### config.mk
export PLATFORM = sky130hd
export DESIGN_NAME = patgen
export DESIGN_NICKNAME = d
export VERILOG_FILES = /design/src/rtl/patgen.sv
export SDC_FILE = /design/constraint.sdc
export NUM_CORES = 1
export LEC_CHECK = 0
export CAP_MARGIN = 30
export CORE_UTILIZATION = 59
export CTS_BUF_LIST = sky130_fd_sc_hd__clkbuf_4
export CTS_CLUSTER_DIAMETER = 80
export DETAILED_ROUTE_END_ITERATION = 10
export PLACE_DENSITY = 0.92
export SETUP_SLACK_MARGIN = 0.05
export SLEW_MARGIN = 20
export SYNTH_ARGS = -nofsm -noshare
export SYNTH_HDL_FRONTEND = slang
export SYNTH_SLANG_ARGS = --single-unit
### constraint.sdc
create_clock -name clk -period 3.8 [get_ports clk]
set_input_delay 0.76 -clock clk [delete_from_list [all_inputs] [get_ports clk]]
set_output_delay 0.76 -clock clk [all_outputs]
set_load 0.01 [all_outputs]
### src/rtl/patgen.sv
// Pattern generator: streams increment, decrement, Galois LFSR or constant
// words under valid/ready handshaking, then flags completion with stop.
// Optional feature macro PATGEN_WRAP_EN: when defined, the sequence restarts
// from its entry word after the last transfer and stop pulses for one cycle
// instead of parking in DONE.
module patgen #(
  parameter int             DW   = 8,
  parameter logic [DW-1:0]  POLY = 'hB8,
  parameter logic [DW-1:0]  SEED = 'd1
) (
  input  logic          clk,
  input  logic          rst_h,
  input  logic          ena,
  input  logic [1:0]    mode,
  input  logic [DW-1:0] step,
  input  logic [DW-1:0] lim,
  input  logic          rdy,
  output logic          vld,
  output logic [DW-1:0] data,
  output logic          stop
);

  typedef enum logic [1:0] {IDLE, RUN, DONE} state_t;

  // An all-zero LFSR would lock up, so a zero seed is replaced by 1
  localparam logic [DW-1:0] LFSR_SEED = (SEED == '0) ? {{(DW-1){1'b0}}, 1'b1} : SEED;

  state_t        r_state;
  logic [DW-1:0] r_data;
  logic [DW-1:0] r_cnt;
  logic          r_stop;
  logic [1:0]    r_mode;
  logic [DW-1:0] r_step;
  logic [DW-1:0] r_lim;

  state_t        w_nextState;
  logic [DW-1:0] w_nextData;
  logic [DW-1:0] w_nextCnt;
  logic          w_nextStop;
  logic          w_capture;
  logic          w_xfer;
  logic          w_last;
  logic          w_cntLast;
  logic [DW:0]   w_sum;
  logic [DW-1:0] w_advance;

  function automatic logic [DW-1:0] entryWord(input logic [1:0] m, input logic [DW-1:0] l);
    logic [DW-1:0] w;
    case (m)
      2'b00:   w = '0;
      2'b01:   w = l;
      2'b10:   w = LFSR_SEED;
      default: w = SEED;
    endcase
    return w;
  endfunction

  assign w_xfer    = (r_state == RUN) && rdy;
  assign w_sum     = {1'b0, r_data} + {1'b0, r_step};
  assign w_cntLast = (r_cnt == r_lim);

  // Decide whether the word currently on data is the final one; a zero step
  // falls back to word counting so the sequence cannot stall forever
  always_comb begin
    w_last = w_cntLast;
    case (r_mode)
      2'b00:   w_last = (r_step == '0) ? w_cntLast : (w_sum > {1'b0, r_lim});
      2'b01:   w_last = (r_step == '0) ? w_cntLast : (r_data < r_step);
      default: w_last = w_cntLast;
    endcase
  end

  // Compute the word that follows the current one for the captured mode
  always_comb begin
    w_advance = r_data;
    case (r_mode)
      2'b00:   w_advance = w_sum[DW-1:0];
      2'b01:   w_advance = r_data - r_step;
      2'b10:   w_advance = r_data[0] ? ((r_data >> 1) ^ POLY) : (r_data >> 1);
      default: w_advance = r_data;
    endcase
  end

  // Next-state and next-datapath values; dropping ena overrides everything
  always_comb begin
    w_nextState = r_state;
    w_nextData  = r_data;
    w_nextCnt   = r_cnt;
    w_nextStop  = r_stop;
    w_capture   = 1'b0;
    if (!ena) begin
      w_nextState = IDLE;
      w_nextData  = '0;
      w_nextCnt   = '0;
      w_nextStop  = 1'b0;
    end else begin
      case (r_state)
        IDLE: begin
          w_nextState = RUN;
          w_capture   = 1'b1;
          w_nextData  = entryWord(mode, lim);
          w_nextCnt   = '0;
          w_nextStop  = 1'b0;
        end
        RUN: begin
          w_nextStop = 1'b0;
          if (w_xfer) begin
            if (w_last) begin
`ifdef PATGEN_WRAP_EN
              w_nextData = entryWord(r_mode, r_lim);
              w_nextCnt  = '0;
              w_nextStop = 1'b1;
`else
              w_nextState = DONE;
              w_nextStop  = 1'b1;
`endif
            end else begin
              w_nextData = w_advance;
              w_nextCnt  = r_cnt + 1'b1;
            end
          end
        end
        DONE: begin
          w_nextStop = 1'b1;
        end
        default: begin
          w_nextState = IDLE;
          w_nextData  = '0;
          w_nextCnt   = '0;
          w_nextStop  = 1'b0;
        end
      endcase
    end
  end

  // State and datapath registers, cleared immediately by reset
  always_ff @(posedge clk or posedge rst_h) begin
    if (rst_h) begin
      r_state <= IDLE;
      r_data  <= '0;
      r_cnt   <= '0;
      r_stop  <= 1'b0;
    end else begin
      r_state <= w_nextState;
      r_data  <= w_nextData;
      r_cnt   <= w_nextCnt;
      r_stop  <= w_nextStop;
    end
  end

  // Shadow copies of mode/step/lim, frozen while the sequence runs
  always_ff @(posedge clk or posedge rst_h) begin
    if (rst_h) begin
      r_mode <= '0;
      r_step <= '0;
      r_lim  <= '0;
    end else if (w_capture) begin
      r_mode <= mode;
      r_step <= step;
      r_lim  <= lim;
    end
  end

  assign vld  = (r_state == RUN);
  assign data = r_data;
  assign stop = r_stop;

endmodule
* After elaboration in Yosys (flattened, before gate mapping) *
Cells that the tools add are included.

storage, ports and cells
  register bits = 37

cells by class
  add/subtract/negate cells = 3
  multiplexer cells = 24
  reductions and logical operators = 8
  order comparisons = 2
  bitwise operators = 1
  equal/unequal tests = 11

operators with widths
  cell                                                                     number
  8-bit 2-to-1 mux                                                         7
  8-bit one-hot mux with 3 select lines                                    2
  8-bit one-hot mux with 2 select lines                                    2
  8-bit by 8-bit adder with 9-bit output                                   1
  9-bit by 8-bit greater-than comparator with 1-bit output                 1
  8-bit by 1-bit adder with 8-bit output, second input constant            1
  8-bit == test                                                            1
  8-bit logical NOT                                                        1
  8-bit < comparator                                                       1
  8-bit subtractor                                                         1
  1-bit 2-to-1 mux                                                         7
  2-bit by 1-bit == test with 1-bit output, second input constant          3
  2-bit logical NOT                                                        3
  2-bit 2-to-1 mux                                                         3
  3-bit by 2-bit inequality test with 1-bit output, second input constant  2
  2-bit one-hot mux with 3 select lines                                    1
  3-bit AND reduction                                                      2
  5-bit by 2-bit inequality test with 1-bit output, second input constant  1
  2-bit == test, second input constant                                     2
  3-bit inverter with 4-bit output                                         1
  1-bit one-hot mux with 2 select lines                                    2
  4-bit AND reduction                                                      1
  3-bit inequality test, second input constant                             1
  2-bit inequality test, second input constant                             1
  1-bit logical AND                                                        1

* Logic depth before layout (Yosys ltp) *
Gate-level depths: netlist (run 1).

  depth after elaboration = 8
  mapped depth = 16
  depth with buffers taken out = 14

* Worst setup path after synthesis (run 1) *
No wires, ideal clock.

  path kind = register to register
  start point = reg r_data[0] (netlist: data[0])
  end point = reg r_state[0]
  setup slack = 0.502 ns
  buffers on the path = 0
  data required time = 3.721 ns
  arrival = 3.219 ns
  cell stages (with the launch flop) = 14
  cell sequence = dfrtp_1 ha_1 fa_1 nand2b_1 a21oi_1 a211o_1 xnor2_1 ha_1 and3_1 o221ai_1 o2bb2ai_1 or3b_1 a41oi_2 mux2i_1

on the way
  word-level cells in the longest chain between the ends = 6
  elaborated cells on any way between the ends = 8
  those cells by class = 1 x add/sub; 2 x order compare; 1 x eq/ne; 3 x mux; 1 x reduce/logical

RTL lines
  element                                                       RTL line  RTL
  start, declared                                               29        logic [DW-1:0] r_data;
  start signal, assigned                                        145       r_data <= w_nextData;
  8-bit by 8-bit adder with 9-bit output                        59        assign w_sum = {1'b0, r_data} + {1'b0, r_step};
  9-bit by 8-bit greater-than comparator with 1-bit output      67        2'b00: w_last = (r_step == '0) ? w_cntLast : (w_sum > {1'b0, r_lim});
  1-bit 2-to-1 mux                                              67
  1-bit one-hot mux with 2 select lines *                       66        case (r_mode)
  3-bit by 2-bit inequality test with 1-bit output (no line) *  -
  3-bit AND reduction (no line) *                               -
  end signal, assigned                                          144       r_state <= w_nextState;
  end, declared                                                 28        state_t r_state;

Every way passes the cells marked *; elsewhere a longest branch is shown, timed or not.
A chain may end at the register's enable or synchronous reset.

* Worst setup path after layout (run 1) *
  start point = reg r_step[0]
  end point = reg r_state[0]

on the way
  word-level cells in the longest chain between the ends = 6
  elaborated cells on any way between the ends = 9
  those cells by class = 1 x add/sub; 2 x order compare; 1 x eq/ne; 3 x mux; 2 x reduce/logical

RTL lines
  element                                                       RTL line  RTL
  start, declared                                               33        logic [DW-1:0] r_step;
  start signal, assigned                                        159       r_step <= step;
  8-bit by 8-bit adder with 9-bit output                        59
  9-bit by 8-bit greater-than comparator with 1-bit output      67
  1-bit 2-to-1 mux                                              67
  1-bit one-hot mux with 2 select lines *                       66
  3-bit by 2-bit inequality test with 1-bit output (no line) *  -
  3-bit AND reduction (no line) *                               -

Marked as above.

==> results of run 1 <==
layer usage:
metal	routed length (µm)	GRT usage, %	share of wire, %	up-vias
li1	-	-	-	1235
met1	3360	40.2	45	1251
met2	3420	47.0	46	110
met3	450	5.76	6.1	21
met4	168	12.0	2.3	0
met5	0	0	0	-
registers in the layout (all words and copies together) (netlist names):
| name | cells |
|---|---|
| data | 8 |
| r_cnt | 8 |
| r_lim | 8 |
| r_step | 8 |
| r_mode | 2 |
| r_state | 2 |
| stop | 1 |
area by class of cell:
type,instances,area [µm²],area share [%]
flip-flops and latches,37,927,26.6
inverters,29,109,3.13
well taps,67,83.8,2.41
repair buffers,39,370,10.6
clock buffers,5,37.5,1.08
clock inverters,3,41.3,1.19
multi-input cells,244,1910,54.9
per-stage QoR:
stage / power [µW] / setup slack [ns]
6_report: 2720 / 0.202
3_5_place_dp: 2360 / 0.194
2_1_floorplan: 1900 / 0.502
4_1_cts: 2650 / 0.105
5_1_grt: 2920 / 0.0939
3_3_place_gp: 2290 / 0.340
how the worst min path moves through the flow:
stage,start,to,slack [ns]
finish,r_mode[0]$_DFFE_PP0P_,r_mode[0]$_DFFE_PP0P_,0.57
CTS,r_mode[0]$_DFFE_PP0P_,r_mode[0]$_DFFE_PP0P_,0.57
floorplan,r_mode[1]$_DFFE_PP0P_,r_mode[1]$_DFFE_PP0P_,0.51
detailed placement,r_mode[0]$_DFFE_PP0P_,r_mode[0]$_DFFE_PP0P_,0.54
global placement,r_mode[0]$_DFFE_PP0P_,r_mode[0]$_DFFE_PP0P_,0.52
global route,r_mode[1]$_DFFE_PP0P_,r_mode[1]$_DFFE_PP0P_,0.60
power groups by stage:
stage                     registers [µW]  clock network, µW  logic (µW)
after floorplan                      634                  0        1270
after global placement               652                  0        1640
after detailed placement             661                  0        1700
after CTS                            653                281        1710
after global routing                 662                296        1960
final                                647                279        1800
worst max-delay path: cells and delay by family, from the launching register on:
kind                       cells  cell delay, ns
adders and majority gates      3            0.94
DFF                            1            0.45
xor gates and xnor gates       1            0.21
muxes                          1            0.23
AOI/OAI and AO/OA              5            0.99
and+or+nand+nor                4            0.70
logic make-up (layout without fill, tap and decap cells):
group,after synthesis,after routing,synth area share [%]
buf+inv,42,76,5.76
simple gates,93,93,16.2
flops,37,37,30.9
fa+ha+maj,34,34,14.7
xor+xnor,22,22,6.43
mux,23,23,8.48
compound gates,72,72,17.5
cells in the final DEF (no fill, tap or decap), types with 3 or more instances in the layout:
master / synthesis / routed
dfrtp_1: 37 / 36
nor2b_1: 5 / 5
a22o_1: 3 / 3
mux2i_1: 4 / 4
buf_4: 2 / 8
a21oi_1: 13 / 13
o21a_1: 6 / 6
ha_1: 32 / 32
clkdlybuf4s50_1: 0 / 31
nand2_1: 19 / 19
nor4_1: 5 / 4
xnor2_1: 7 / 7
a31o_2: 3 / 3
clkbuf_4: 0 / 5
o21ai_0: 10 / 10
or2_2: 3 / 3
and2_1: 4 / 4
nand2b_1: 3 / 3
o21ai_1: 3 / 3
a31oi_1: 5 / 5
xor2_1: 15 / 15
nand4_1: 10 / 10
nand3_1: 8 / 8
mux2_2: 19 / 19
a221oi_1: 4 / 4
nand3b_1: 3 / 3
inv_1: 29 / 29
nor3_1: 5 / 5
nor2_1: 20 / 20
repair_timing:
| item | CTS | global route |
|---|---|---|
| gates resized for setup | 0 | 3 |
| buffers inserted | 0 | 2 |
| endpoints found under the setup margin | 0 | 12 |
==> metrics.yaml, run 1 <==
outcome:
  outcome: "completed"
critical_path:
  critical-path-max-stage-delay_ns: 0.45
  cpMostUsedCell: "ha_1"
  slowest_stage: "dfrtp_1"
  critical_path_class: "flip-flop to flip-flop"
  worstPathMaxFanout: 4
  required_ns: 4.06
  cp-endpoint: "r_state[0]$_DFFE_PP0P_"
  crit_chain: "ha_1, fa_1, nand2b_1, a21oi_1, a211o_1, xnor2_1, ha_1, nand3_1, nand2_1, o221ai_1, o2bb2ai_2, or3b_1, a41oi_2, mux2i_1"
  reg2reg_from: "r_step[0]$_DFFE_PP0P_"
  startpoint_type: "flip-flop"
  cp.arrival_ns: 3.86
  worstSetupEndpointType: "flip-flop"
  reg2reg_to: "r_state[0]$_DFFE_PP0P_"
  reg2reg_depth: 14
  crit_path_start: "r_step[0]$_DFFE_PP0P_"
  r2r_slack_ns: 0.20
cells_and_area:
  final-instance-count-excl-fill: 424
  area_growth_syn_to_layout_pct: 16.1
  utilization_pct: 72.2
  final_cell_area_mm2: 0.00348
  nFillCells: 393
  antenna_cells: 0
  drive_above_1_share_pct: 13.7
  nNetsFinal: 412
synthesis:
  yosysTopAreaCellShare_pct: 30.9
  syn_nets: 379
  synth.cell_area_mm2: 0.00300
  yosys.cell_types.count: 56
  yosysWarnings: 0
  synth_ff_type: "dfrtp_1"
  yosys-top-cells-area: "dfrtp_1, ha_1, mux2_2"
  syn_area_per_cell_um2: 9.28
  ys_ff_latch: 37
  synth_edf_count: 0
  netlist_instances: 323
  async_flop_share_pct: 100
  ys_seq_area_share_pct: 30.9
  synth_area_leader_cell: "dfrtp_1"
  synth_common_cells: "dfrtp_1, ha_1, inv_1"
  yosysMostFrequentCell: "dfrtp_1"
routing:
  vias: 2617
  drt-total-wl_um: 7400
  dr.first_iter.drc_count: 221
  avgRoutedWirePerCell_um: 17.5
  drc: 0
  viasPerCell: 6.17
  dr.pass1.iters: 5
  antenna_left: 0
power:
  power.density_mw_per_mm2: 783
  switching_share_pct: 46.4
  switchingPower_uw: 1260
  seqPwrFrac_pct: 23.8
  internal_power_uw: 1460
  peakVddDrop_mv: 0.455
  clkPwrFrac_pct: 10.2
  power_frac_comb_pct: 66.0
  leakagePower_uw: 0.00159
floorplan:
  initial_core_util_pct: 62.2
  ios: 32
  core_area_mm2: 0.00482
  die_y_um: 73.3
  std_cell_rows: 25
  fp.dieW_um: 73.3
  die_area_mm2: 0.00537
global_route:
  grt_usage_pct: 29.8
  grt_pass1_wl_um: 12000
  overflow: 0
  grt_max_degree: 22
  antenna_found_initial: 0
  grt_pass1_vias: 2503
clock_tree:
  cts_max_level: 2
  holdBufCountCts: 0
  clkLatencyLatePin_ns: 0.35
  clk_pin_slew_ns: 0.12
  cts_tree: "built"
  cts_buffers: 5
  cts_root_buffer: "clkbuf_4"
  cts_sinks: 37
  clockBufferDepth: 2
min_path:
  hold_depth: 1
  min_path_type: "flip-flop to flip-flop"
timing:
  fin_crit_sh_pct: 94.7
  worstMarginPinSlew_ns: 0.888
  hold_violations: 0
  fin_skew_ns: 0.0123
  hold_slack_ns: 0.565
  relSlewSlack_pct: 40.6
  max_freq_ghz: 0.278
  fin_setup_tns_ns: 0
  period_minus_slack_ns: 3.60
  rsz0062_at_grt: "no"
  setup_viol: 0
  slew_violations: 0
place:
  numPlacedInstances: 414
  detailed_place_hpwl_um: 5630
  place_area_mm2: 0.00337
  io_buffers: 31
  routabilityCongestion: 0.886
flow_run:
  cap_violations: 0
No activity file was read; power rests on OpenSTA's default activity.
==> run 2: changes to the inputs <==
- CORE_UTILIZATION: 59 -> 57
- CTS_BUF_LIST: sky130_fd_sc_hd__clkbuf_4 -> unset
- PLACE_DENSITY: 0.92 -> unset
- PLACE_DENSITY_LB_ADDON: unset -> 0.12
==> run 2 against run 1 <==
Critical endpoint unchanged. Clock power up 47%. Critical path type unchanged. Largest power group unchanged. Clock-buffer cell count is the same. Final area is 1.8% higher.
==> metrics.yaml, run 2 (synthesis results as in run 1) <==
cells_and_area:
  nFillCells: 417
  layout_commonest_cell: "dfrtp_1"
  final_cell_mix: "dfrtp_1, clkdlybuf4s50_1, ha_1"
  antenna_cells: 0
  utilization_pct: 69.8
  drive_above_1_share_pct: 14.3
  multiInputGateArea_mm2: 0.00192
  area_growth_syn_to_layout_pct: 18.2
  nNetsFinal: 411
  seqCellArea_um2: 926
clock_tree:
  cts_root_buffer: "clkbuf_8"
  clkLatencyLatePin_ns: 0.29
  clk_pin_slew_ns: 0.08
  clockBufferDepth: 2
  cts_buffers: 5
  cts_tree: "built"
  cts_max_level: 2
  cts_setup_buffers: 0
  cts_sinks: 37
routing:
  avgRoutedWirePerCell_um: 17.4
  antenna_left: 0
  drt-total-wl_um: 7410
  dr.pass1.iters: 5
  dr.first_iter.drc_count: 254
  vias: 2572
  viasPerCell: 6.04
  drc: 0
critical_path:
  crit_chain: "ha_1, nor3_1, o21ai_0, a31oi_1, xnor2_1, ha_1, a21oi_1, nand2_1, o221ai_1, o2bb2ai_2, or3b_1, a41oi_2, mux2i_1"
  cp_top_family: "compound AO/OA/AOI/OAI gates"
  cp.arrival_ns: 3.77
  slowest_stage: "dfrtp_1"
  required_ns: 4.02
  startpoint_type: "flip-flop"
  critical-path-max-stage-delay_ns: 0.45
  crit_buf_inv: 0
  worstSetupEndpointType: "flip-flop"
  critical_path_class: "flip-flop to flip-flop"
  cpMostUsedCell: "ha_1"
  worstPathMaxFanout: 8
global_route:
  grt.met2_usage_pct: 43.1
  antenna_found_initial: 0
  grt_max_degree: 21
  overflow: 0
  met1_usage_pct: 41.8
  grt_pass1_wl_um: 11900
  grt_pass1_vias: 2376
  grt_usage_pct: 28.8
  busiest_layer: "met2"
  use_met3_pct: 5.96
timing:
  hold_violations: 0
  fin_crit_sh_pct: 93.4
  setup_viol: 0
  relSlewSlack_pct: 51.4
  hold_slack_ns: 0.539
  slew_violations: 0
  max_freq_ghz: 0.282
  fin_setup_tns_ns: 0
  period_minus_slack_ns: 3.55
  worstMarginPinSlew_ns: 0.729
  fin_skew_ns: 0.00332
  rsz0062_at_grt: "no"
outcome:
  outcome: "completed"
floorplan:
  fp.dieW_um: 74.5
  std_cell_rows: 26
  initial_core_util_pct: 59.0
  die_area_mm2: 0.00555
  core_area_mm2: 0.00507
  ios: 32
  die_y_um: 74.5
place:
  io_buffers: 31
  routabilityCongestion: 0.884
  detailed_place_hpwl_um: 5600
power:
  peakVddDrop_mv: 0.460
  power.density_mw_per_mm2: 801
  leakagePower_uw: 0.00162
flow_run:
  cap_violations: 0
min_path:
  min_path_type: "flip-flop to flip-flop"
run 2: cell type report:
type	count	share of cell area, %
well taps	70	2.47
inverters	29	3.07
flip-flops and latches	37	26.1
repair buffers	38	10.2
multi-input cells	244	54.3
clock inverters	3	1.84
clock buffers	5	1.94
run 2: stage by stage:
stage | setup WS [ns] | power, µW | instance area (µm²) | std cells
floorplan | 0.502 | 1900 | 3000 | 323
global placement | 0.309 | 2330 | 3380 | 418
detailed placement | 0.270 | 2330 | 3380 | 418
CTS | 0.219 | 2760 | 3520 | 426
global route | 0.0865 | 3060 | 3540 | 426
finish | 0.250 | 2840 | 3540 | 426
run 2: worst register-to-register path: cells and delay by family, from the launching register on:
| kind | cells | cell delay (ns) |
|---|---|---|
| AO/OA/AOI/OAI | 6 | 1.17 |
| multiplexers | 1 | 0.20 |
| XOR/XNOR | 1 | 0.18 |
| flip-flops | 1 | 0.45 |
| AND/OR/NAND/NOR | 3 | 0.72 |
| adder cells (fa/ha/maj) | 2 | 0.76 |
run 2: final timing paths:
kind | startpoint | to | slack, ns | cells after the start
max | data[2]$_DFFE_PP0P_ | r_state[0]$_DFFE_PP0P_ | 0.25 | 13
min | r_mode[1]$_DFFE_PP0P_ | r_mode[1]$_DFFE_PP0P_ | 0.54 | 1
max reg2reg | data[2]$_DFFE_PP0P_ | r_state[0]$_DFFE_PP0P_ | 0.25 | 13
min reg2reg | r_mode[1]$_DFFE_PP0P_ | r_mode[1]$_DFFE_PP0P_ | 0.54 | 1
max in group asynchronous | rst_h | r_step[0]$_DFFE_PP0P_ | 2.17 | 3
min in group asynchronous | rst_h | r_state[0]$_DFFE_PP0P_ | 0.88 | 2
run 2: timing repair:
item                       in CTS  in global routing
resized for setup               0                  5
hold buffers                    0                  0
setup endpoints to repair       0                  6
run 2: metal layers:
layer / part of all wire, % / vias to the layer above
met2: 45 / 98
met4: 2.1 / 0
li1: - / 1220
met3: 6.8 / 17
met1: 46 / 1237
met5: 0 / -
run 2: where the power goes:
| part | switching [µW] | leakage, µW | internal [µW] |
|---|---|---|---|
| Sequential | 138 | 0.000468 | 503 |
| Combinational | 976 | 0.00108 | 812 |
| Clock | 148 | 0.0000681 | 261 |
| Total | 1260 | 0.00162 | 1580 |
==> run 3: changes to the inputs <==
- GPL_TIMING_DRIVEN: unset -> 0
- REMOVE_ABC_BUFFERS: unset -> 1
==> run 3 against run 2 <==
Via count shrank 0.66%. Clock skew grew 0.0031 ns. Clock-buffer cell count is the same. Critical endpoint unchanged. First-iteration DRC count shrank 15%.
==> metrics.yaml, run 3 (synthesis results as in run 1) <==
floorplan:
  ios: 32
  die_y_um: 74.5
  initial_core_util_pct: 59.0
  std_cell_rows: 26
  core_area_mm2: 0.00507
  die_area_mm2: 0.00555
  fp.dieW_um: 74.5
place:
  detailed_place_hpwl_um: 5290
  io_buffers: 31
  dpl_worst_slack_ns: -0.194
  routabilityCongestion: 1.01
global_route:
  overflow: 0
  grt_max_degree: 23
  grt_pass1_wl_um: 11300
  grt_pass1_vias: 2346
  antenna_found_initial: 0
  grt_usage_pct: 27.0
flow_run:
  cap_violations: 0
critical_path:
  critical_path_class: "flip-flop to flip-flop"
  reg2reg_from: "data[3]$_DFFE_PP0P_"
  startpoint_type: "flip-flop"
  worstPathMaxFanout: 9
  cpMostUsedCell: "ha_1"
  cp.arrival_ns: 3.81
  reg2reg_depth: 13
  slowest_stage: "ha_1"
  worstSetupEndpointType: "flip-flop"
  cp_top_family: "compound AO/OA/AOI/OAI gates"
  required_ns: 4.02
  critical-path-max-stage-delay_ns: 0.46
  reg2reg_to: "r_state[0]$_DFFE_PP0P_"
  r2r_slack_ns: 0.21
  crit_chain: "ha_1, nor3_1, o21ai_0, a31oi_1, xnor2_1, ha_1, a21oi_1, nand2_1, o221ai_2, o2bb2ai_4, or3b_4, a41oi_2, mux2i_1"
  crit_buf_inv: 0
power:
  clkPwrFrac_pct: 14.0
  power_frac_comb_pct: 63.9
  switchingPower_uw: 1320
  internal_power_uw: 1620
  peakVddDrop_mv: 0.520
  power.density_mw_per_mm2: 819
  seqPwrFrac_pct: 22.1
  leakagePower_uw: 0.00162
  switching_share_pct: 44.9
cells_and_area:
  layout_commonest_cell: "dfrtp_1"
  antenna_cells: 0
  drive_above_1_share_pct: 15.0
  nNetsFinal: 408
  final_cell_mix: "dfrtp_1, ha_1, clkdlybuf4s50_1"
  utilization_pct: 70.7
  area_growth_syn_to_layout_pct: 19.8
timing:
  hold_violations: 0
  fin_skew_ns: 0.00643
  fin_crit_sh_pct: 94.4
  relSlewSlack_pct: 42.8
  rsz0062_at_grt: "no"
  slew_violations: 0
  fin_setup_tns_ns: 0
  worstMarginPinSlew_ns: 0.856
  max_freq_ghz: 0.279
  period_minus_slack_ns: 3.59
  fin_ws_ns: 0.214
  setup_viol: 0
routing:
  dr.pass1.iters: 5
  drc: 0
  avgRoutedWirePerCell_um: 16.8
  drt-total-wl_um: 7120
  antenna_left: 0
  viasPerCell: 6.04
  dr.first_iter.drc_count: 215
  vias: 2555
min_path:
  hold_depth: 1
  min_path_type: "flip-flop to flip-flop"
  min_to: "r_mode[1]$_DFFE_PP0P_"
  worstHoldStart: "r_mode[1]$_DFFE_PP0P_"
outcome:
  outcome: "completed"
clock_tree:
  cts_buffers: 5
  cts_sinks: 37
  cts_max_level: 2
  clk_pin_slew_ns: 0.08
  cts_root_buffer: "clkbuf_8"
  clockBufferDepth: 2
  cts_tree: "built"
  clkLatencyLatePin_ns: 0.30
## run 3: what timing repair did
item | 4_1_cts | 5_1_grt
setup endpoints to repair | 6 | 18
hold buffers | 0 | 0
gates resized for setup | 2 | 11
pin swaps | 1 | 3
buffers inserted | 1 | 2
## run 3: metrics by stage
stage / std cells / power (µW) / hold WS, ns / area, µm²
2_1_floorplan: 310 / 1870 / 0.506 / 2930
3_3_place_gp: 411 / 2270 / 0.518 / 3330
3_5_place_dp: 412 / 2310 / 0.531 / 3360
4_1_cts: 421 / 2760 / 0.549 / 3510
5_1_grt: 423 / 3170 / 0.574 / 3590
6_report: 423 / 2940 / 0.552 / 3590
## run 3: worst max-delay path by stage
stage | startpoint | end | slack [ns] | cells after the start
final | data[3]$_DFFE_PP0P_ | r_state[0]$_DFFE_PP0P_ | 0.21 | 13
after global placement | data[0]$_DFFE_PP0P_ | data[3]$_DFFE_PP0P_ | -0.12 | 14
after CTS | data[0]$_DFFE_PP0P_ | data[3]$_DFFE_PP0P_ | 0.03 | 14
after detailed placement | data[0]$_DFFE_PP0P_ | data[3]$_DFFE_PP0P_ | -0.19 | 14
after global routing | data[3]$_DFFE_PP0P_ | r_state[0]$_DFFE_PP0P_ | 0.02 | 13
after floorplan | data[0]$_DFFE_PP0P_ | r_cnt[5]$_DFFE_PP0P_ | 0.38 | 13
## run 3: metal layers
layer / global-route usage (%) / wire, µm
met5: 0 / 0
met4: 6.71 / 78
met3: 3.66 / 377
met2: 42.4 / 3270
met1: 39.2 / 3400
## run 3: area by class of cell
class,count,area (µm²)
Sequential cell,37,927
Tap cell,70,87.6
Fill cell,413,1490
Multi-Input combinational cell,244,1970
Clock inverter,3,65.1
Inverter,29,109
Timing Repair Buffer,35,360
Clock buffer,5,68.8
## run 3: power groups by stage
stage	combinational, µW	clock, µW	sequential (µW)
floorplan	1240	0	634
global placement	1610	0	660
detailed placement	1650	0	664
CTS	1680	415	657
global route	2070	436	666
finish	1880	412	650
